==> src/rtl/regfile_access_ctrl.sv <==
// regfile_access_ctrl
// Sequences single-port write and dual-operand read transactions onto an
// external synchronous register file, with round-robin arbitration between
// the write and read requesters.
//
// Ports
//   clk, reset_n                       clock, synchronous active-low reset
//   wr_req_valid/ready, addr, data     write-request handshake and payload
//   rd_req_valid/ready, addrA, addrB   read-request handshake and operand indices
//   rd_rsp_valid/ready, dataA, dataB   read-response handshake and operand values
//   rf_write, rf_wrAddr, rf_wrData     register-file write port
//   rf_rdAddrA/B, rf_rdDataA/B         register-file read port (1-cycle registered read)
//   wr_count, rd_count                 completed-transaction counters (wrap at 256)
module regfile_access_ctrl (
  input  logic        clk,
  input  logic        reset_n,
  input  logic        wr_req_valid,
  output logic        wr_req_ready,
  input  logic [3:0]  wr_req_addr,
  input  logic [15:0] wr_req_data,
  input  logic        rd_req_valid,
  output logic        rd_req_ready,
  input  logic [3:0]  rd_req_addrA,
  input  logic [3:0]  rd_req_addrB,
  output logic        rd_rsp_valid,
  input  logic        rd_rsp_ready,
  output logic [15:0] rd_rsp_dataA,
  output logic [15:0] rd_rsp_dataB,
  output logic        rf_write,
  output logic [3:0]  rf_wrAddr,
  output logic [15:0] rf_wrData,
  output logic [3:0]  rf_rdAddrA,
  output logic [3:0]  rf_rdAddrB,
  input  logic [15:0] rf_rdDataA,
  input  logic [15:0] rf_rdDataB,
  output logic [7:0]  wr_count,
  output logic [7:0]  rd_count
);

  typedef enum logic [2:0] {
    IDLE,
    WRITE,
    READ,
    WAIT,
    RESP
  } state_e;

  typedef enum logic {
    GRANT_WRITE,
    GRANT_READ
  } grant_e;

  state_e      state_q, state_d;
  grant_e      grant_q, grant_d;
  logic [3:0]  wr_addr_q, wr_addr_d;
  logic [15:0] wr_data_q, wr_data_d;
  logic [3:0]  rd_addr_a_q, rd_addr_a_d;
  logic [3:0]  rd_addr_b_q, rd_addr_b_d;
  logic [15:0] rsp_a_q, rsp_a_d;
  logic [15:0] rsp_b_q, rsp_b_d;
  logic [7:0]  wr_cnt_q, wr_cnt_d;
  logic [7:0]  rd_cnt_q, rd_cnt_d;

  logic        wr_ready_c;
  logic        rd_ready_c;

  // Readies are gated by reset_n so nothing looks acceptable while reset is
  // held, independent of the (possibly stale) state register. When both
  // requesters are valid, the one not granted last time wins.
  always_comb begin
    wr_ready_c = reset_n && (state_q == IDLE) &&
                 (!rd_req_valid || (grant_q == GRANT_READ));
    rd_ready_c = reset_n && (state_q == IDLE) &&
                 (!wr_req_valid || (grant_q == GRANT_WRITE));
  end

  always_comb begin
    state_d     = state_q;
    grant_d     = grant_q;
    wr_addr_d   = wr_addr_q;
    wr_data_d   = wr_data_q;
    rd_addr_a_d = rd_addr_a_q;
    rd_addr_b_d = rd_addr_b_q;
    rsp_a_d     = rsp_a_q;
    rsp_b_d     = rsp_b_q;
    wr_cnt_d    = wr_cnt_q;
    rd_cnt_d    = rd_cnt_q;

    case (state_q)
      IDLE: begin
        if (wr_req_valid && wr_ready_c) begin
          wr_addr_d = wr_req_addr;
          wr_data_d = wr_req_data;
          grant_d   = GRANT_WRITE;
          state_d   = WRITE;
        end else if (rd_req_valid && rd_ready_c) begin
          rd_addr_a_d = rd_req_addrA;
          rd_addr_b_d = rd_req_addrB;
          grant_d     = GRANT_READ;
          state_d     = READ;
        end
      end
      WRITE: begin
        wr_cnt_d = wr_cnt_q + 8'd1;
        state_d  = IDLE;
      end
      // Register file samples rf_rdAddr* at the end of this cycle.
      READ: begin
        state_d = WAIT;
      end
      // Read data from the register file is valid during this cycle.
      WAIT: begin
        rsp_a_d = rf_rdDataA;
        rsp_b_d = rf_rdDataB;
        state_d = RESP;
      end
      RESP: begin
        if (rd_rsp_ready) begin
          rd_cnt_d = rd_cnt_q + 8'd1;
          state_d  = IDLE;
        end
      end
      default: begin
        state_d = IDLE;
      end
    endcase
  end

  always_ff @(posedge clk) begin
    if (!reset_n) begin
      state_q     <= IDLE;
      grant_q     <= GRANT_READ;
      wr_addr_q   <= '0;
      wr_data_q   <= '0;
      rd_addr_a_q <= '0;
      rd_addr_b_q <= '0;
      rsp_a_q     <= '0;
      rsp_b_q     <= '0;
      wr_cnt_q    <= '0;
      rd_cnt_q    <= '0;
    end else begin
      state_q     <= state_d;
      grant_q     <= grant_d;
      wr_addr_q   <= wr_addr_d;
      wr_data_q   <= wr_data_d;
      rd_addr_a_q <= rd_addr_a_d;
      rd_addr_b_q <= rd_addr_b_d;
      rsp_a_q     <= rsp_a_d;
      rsp_b_q     <= rsp_b_d;
      wr_cnt_q    <= wr_cnt_d;
      rd_cnt_q    <= rd_cnt_d;
    end
  end

  always_comb begin
    wr_req_ready = wr_ready_c;
    rd_req_ready = rd_ready_c;
    rf_write     = (state_q == WRITE);
    rd_rsp_valid = (state_q == RESP);
    rf_wrAddr    = wr_addr_q;
    rf_wrData    = wr_data_q;
    rf_rdAddrA   = rd_addr_a_q;
    rf_rdAddrB   = rd_addr_b_q;
    rd_rsp_dataA = rsp_a_q;
    rd_rsp_dataB = rsp_b_q;
    wr_count     = wr_cnt_q;
    rd_count     = rd_cnt_q;
  end

  // Arbitration must never offer both grants to two simultaneous requests.
  a_no_double_grant: assert property (@(posedge clk)
    !(wr_req_valid && rd_req_valid && wr_req_ready && rd_req_ready));

endmodule

==> config.mk <==
export PLATFORM = sky130hd
export DESIGN_NAME = regfile_access_ctrl
export DESIGN_NICKNAME = d
export VERILOG_FILES = /design/src/rtl/regfile_access_ctrl.sv
export SDC_FILE = /design/constraint.sdc
export NUM_CORES = 1
export LEC_CHECK = 0
export CAP_MARGIN = 25
export CORE_ASPECT_RATIO = 1.2
export CORE_UTILIZATION = 41
export CTS_BUF_LIST = sky130_fd_sc_hd__clkbuf_16
export CTS_CLUSTER_DIAMETER = 60
export DETAILED_ROUTE_END_ITERATION = 8
export PLACE_DENSITY = 0.8
export SLEW_MARGIN = 40
export SYNTH_ARGS = -nofsm -noshare
export SYNTH_HDL_FRONTEND = slang
export SYNTH_SLANG_ARGS = --single-unit
==> constraint.sdc <==
create_clock -name clk -period 2.2 [get_ports clk]
set_clock_uncertainty 0.05 [all_clocks]
set_input_delay 0.44 -clock clk [delete_from_list [all_inputs] [get_ports clk]]
set_output_delay 0.44 -clock clk [all_outputs]
set_load 0.01 [all_outputs]
==> results.sh <==
export IMPL_syn_area_per_cell_sq_um=8.353
export IMPL_cts_setup_buffers=0
export IMPL_fillers=617
export IMPL_drive_above_1_share_pct=7.970
export IMPL_via_count=3347
export IMPL_crit_path_start_kind="flip-flop"
export IMPL_drt_vias_per_instance=5.425
export IMPL_wl_per_cell_microns=14.61
export IMPL_dp_hpwl_microns=6245
export IMPL_r2r_cells=5
export IMPL_cts_buffers_inserted=9
export IMPL_dpl_cell_count=601
export IMPL_synth_area_leaders="dfxtp_1 50%, a21oi_1 11%, nand2_1 8.3%"
export IMPL_worst_pin_slew_ps=684.5
export IMPL_grt_pass1_wl_microns=14230
export IMPL_cts_tree="done"
export IMPL_synth_nets=450
export IMPL_fmax_mhz=478.4
export IMPL_maxCapViolations=0
export IMPL_crit_chain="buf_4 > nor3b_1 > clkdlybuf4s50_1"
export IMPL_gr_usage_met1_pct=26.12
export IMPL_worstPathArrival_ps=1600
export IMPL_synth_cells=383
export IMPL_switching_share_pct=23.35
export IMPL_antenna_found_initial=0
export IMPL_io_pins=145
export IMPL_finalInstanceArea_sq_um=5082
export IMPL_grt_max_degree=34
export IMPL_finalHoldViolations=0
export IMPL_synth_area_sq_um=3199
export IMPL_slew_viol_final=0
export IMPL_area_growth_pct=58.86
export IMPL_p_per_area_nw_per_um2=670.1
export IMPL_final_common_cell="clkdlybuf4s50_1"
export IMPL_endpoint_kind="output port"
export IMPL_htree_levels=3
export IMPL_required_ps=1710
export IMPL_num_nets_final=589
export IMPL_switching_power_uw=795.5
export IMPL_final_antenna_net_count=0
export IMPL_yosysTopAreaCell="dfxtp_1"
export IMPL_layout_common_cells="140 x clkdlybuf4s50_1, 80 x dfxtp_1, 71 x nand2_1, 71 x a21oi_1, 28 x o31ai_1"
export IMPL_crit_path_top_delay_cell="clkdlybuf4s50_1"
export IMPL_relSlewSlack_pct=54.32
export IMPL_yosysSeqAreaShare_pct=50.06
export IMPL_clk_path_buf_depth=2
export IMPL_core_sq_um=7402
export IMPL_use_met2_pct=37.83
export IMPL_root_buffer="clkbuf_16"
export IMPL_ir_drop_mv=0.5234
export IMPL_first_global_vias=3183
export IMPL_busiest_layer="met2"
export IMPL_cts_clk_slew_worst_paths_ps=60
export IMPL_cts_hold_buffers=0
export IMPL_path_class="flip-flop to output port"
export IMPL_firstDrtPassIters=4
export IMPL_leakagePower_uw=0.001749
export IMPL_initial_core_util_pct=43.22
export IMPL_hold_depth=2
export IMPL_num_rows=34
export IMPL_clkSinkCount=80
export IMPL_antenna_cells=0
export IMPL_dieArea_sq_um=8162
export IMPL_slowest_delay_ps=590
export IMPL_overflow=0
export IMPL_post_route_period_util_pct=95.01
export IMPL_fp_dieH_microns=98.77
export IMPL_setup_viol=0
export IMPL_track_usage_pct=22.07
export IMPL_port_buffers=144
export IMPL_drt_total_wl_microns=9015
export IMPL_drcViolationCount=0
export IMPL_met3_usage_pct=6.667
export IMPL_drtIter0Drc=112
export IMPL_p_seq_share_pct=44.6
export IMPL_globalplace_congestion=0.7855
export IMPL_holdCritPathClass="flip-flop to flip-flop"
export IMPL_layoutNonFillerInstCount=617
export IMPL_ys_types=38
export IMPL_cp_max_fo=11
export IMPL_synth_warnings=0
export IMPL_comb_power_share_pct=13.7
export IMPL_outcome="finished clean"
export IMPL_p_clk_share_pct=41.7
export IMPL_min_period_ps=2090
export IMPL_place_area_sq_um=4786
export IMPL_intPower_uw=2610
export IMPL_synth_top_area_share_pct=50.06
export IMPL_die_x_microns=82.64
export IMPL_clk_latency_ps=320
export IMPL_ys_ff_latch=80
export IMPL_rsz0062_at_grt="false"
-- routing by layer --
metal  vias up  wire length, microns
met3         5                   696
met1      1580                  3844
met5         -                     0
li1       1651                     -
met2       111                  4406
met4         0                    68
-- per-stage QoR --
stage	setup slack, ps	util, %	total power (uW)	hold slack, ps	setup TNS (ps)
final	109.7	68.66	3406	401.3	0
after CTS	-84.00	68.59	3431	404.4	-88.62
after global placement	-452.1	64.66	2006	390.8	-1622
after detailed placement	-506.0	64.66	2012	396.5	-2738
after global routing	6.214	68.66	3536	425.7	0
after floorplan	326.7	-	1742	430.5	0
-- worst paths after layout --
kind / startpoint / endpoint / slack, ps
setup / recovery: state_q[2]$_SDFFE_PN0P_ / rd_rsp_valid / 110
hold / removal: rd_rsp_dataA[6]$_SDFFE_PN0P_ / rd_rsp_dataA[6]$_SDFFE_PN0P_ / 400
setup reg to reg: state_q[0]$_SDFFE_PN0P_ / wr_count[7]$_SDFFE_PN0P_ / 390
hold reg to reg: rd_rsp_dataA[6]$_SDFFE_PN0P_ / rd_rsp_dataA[6]$_SDFFE_PN0P_ / 400
-- registers in the layout, summed over array words and instances, names as in the netlist --
| name | flops |
|---|---|
| rf_wrAddr | 4 |
| rf_rdAddrA | 4 |
| rd_count | 8 |
| grant_q | 1 |
| rd_rsp_dataB | 16 |
| rf_rdAddrB | 4 |
| rd_rsp_dataA | 16 |
| wr_count | 8 |
| state_q | 3 |
| rf_wrData | 16 |
-- cell usage after synthesis --
cell	instances
or3b_1	1
nor4bb_1	1
o211ai_1	1
nor2_1	8
nand3_1	10
xnor2_1	2
mux2i_1	2
and3b_1	1
nand4_1	23
clkbuf_1	28
xor2_1	1
or4_1	8
a2111oi_0	1
o21ai_0	9
ha_1	2
nand2b_1	2
buf_2	5
dfxtp_1	80
and3_1	1
nor4_1	2
or3_1	2
or4b_1	1
nand4bb_1	1
buf_4	2
buf_1	1
clkinv_1	1
nand2_1	71
nor2b_1	1
a21bo_2	1
a21boi_1	1
a31oi_1	1
nor3b_1	2
nor4b_1	2
nand3b_1	1
o31ai_1	28
a21oi_1	72
inv_1	5
o21ai_1	2
-- critical path, delay by kind of cell, from the launching register on --
family | cells | cell delay, ps
buf+inv | 2 | 760
flops | 1 | 330
simple gates | 1 | 190
-- what timing repair did --
| action | in CTS | in global routing |
|---|---|---|
| endpoints found under the setup margin | 3 | 2 |
| pin swaps | 0 | 1 |
| gates resized for setup | 10 | 2 |
| cloned | 0 | 0 |
-- cells by family (layout without fill, tap and decap cells) --
logic type,count (synthesis),count (layout),share of synthesized area [%]
AO/OA/AOI/OAI,116,116,20.81
multiplexers,2,2,0.6258
buffers and inverters,42,186,5.357
flip-flops,80,80,50.06
XOR/XNOR,3,3,0.8214
adder cells (fa/ha/maj),2,2,0.7820
AND/OR/NAND/NOR,138,138,21.55
-- power by group through the flow --
| stage | logic (uW) | clock network, uW | registers (uW) |
|---|---|---|---|
| floorplan | 177 | 0 | 1560 |
| global placement | 457 | 0 | 1550 |
| detailed placement | 463 | 0 | 1550 |
| CTS | 466 | 1450 | 1520 |
| global route | 502 | 1510 | 1520 |
| finish | 467 | 1420 | 1520 |
-- area by class of cell --
class	count	area [sq um]	share of cell area (%)
repair buffers	164	1614	31.76
clock inverters	7	63.81	1.256
flip-flops and latches	80	1602	31.51
well taps	90	112.6	2.216
multi-input cells	261	1443	28.38
inverters	6	22.52	0.4431
clock buffers	9	225.2	4.431
No activity file was read; power rests on OpenSTA's default activity.
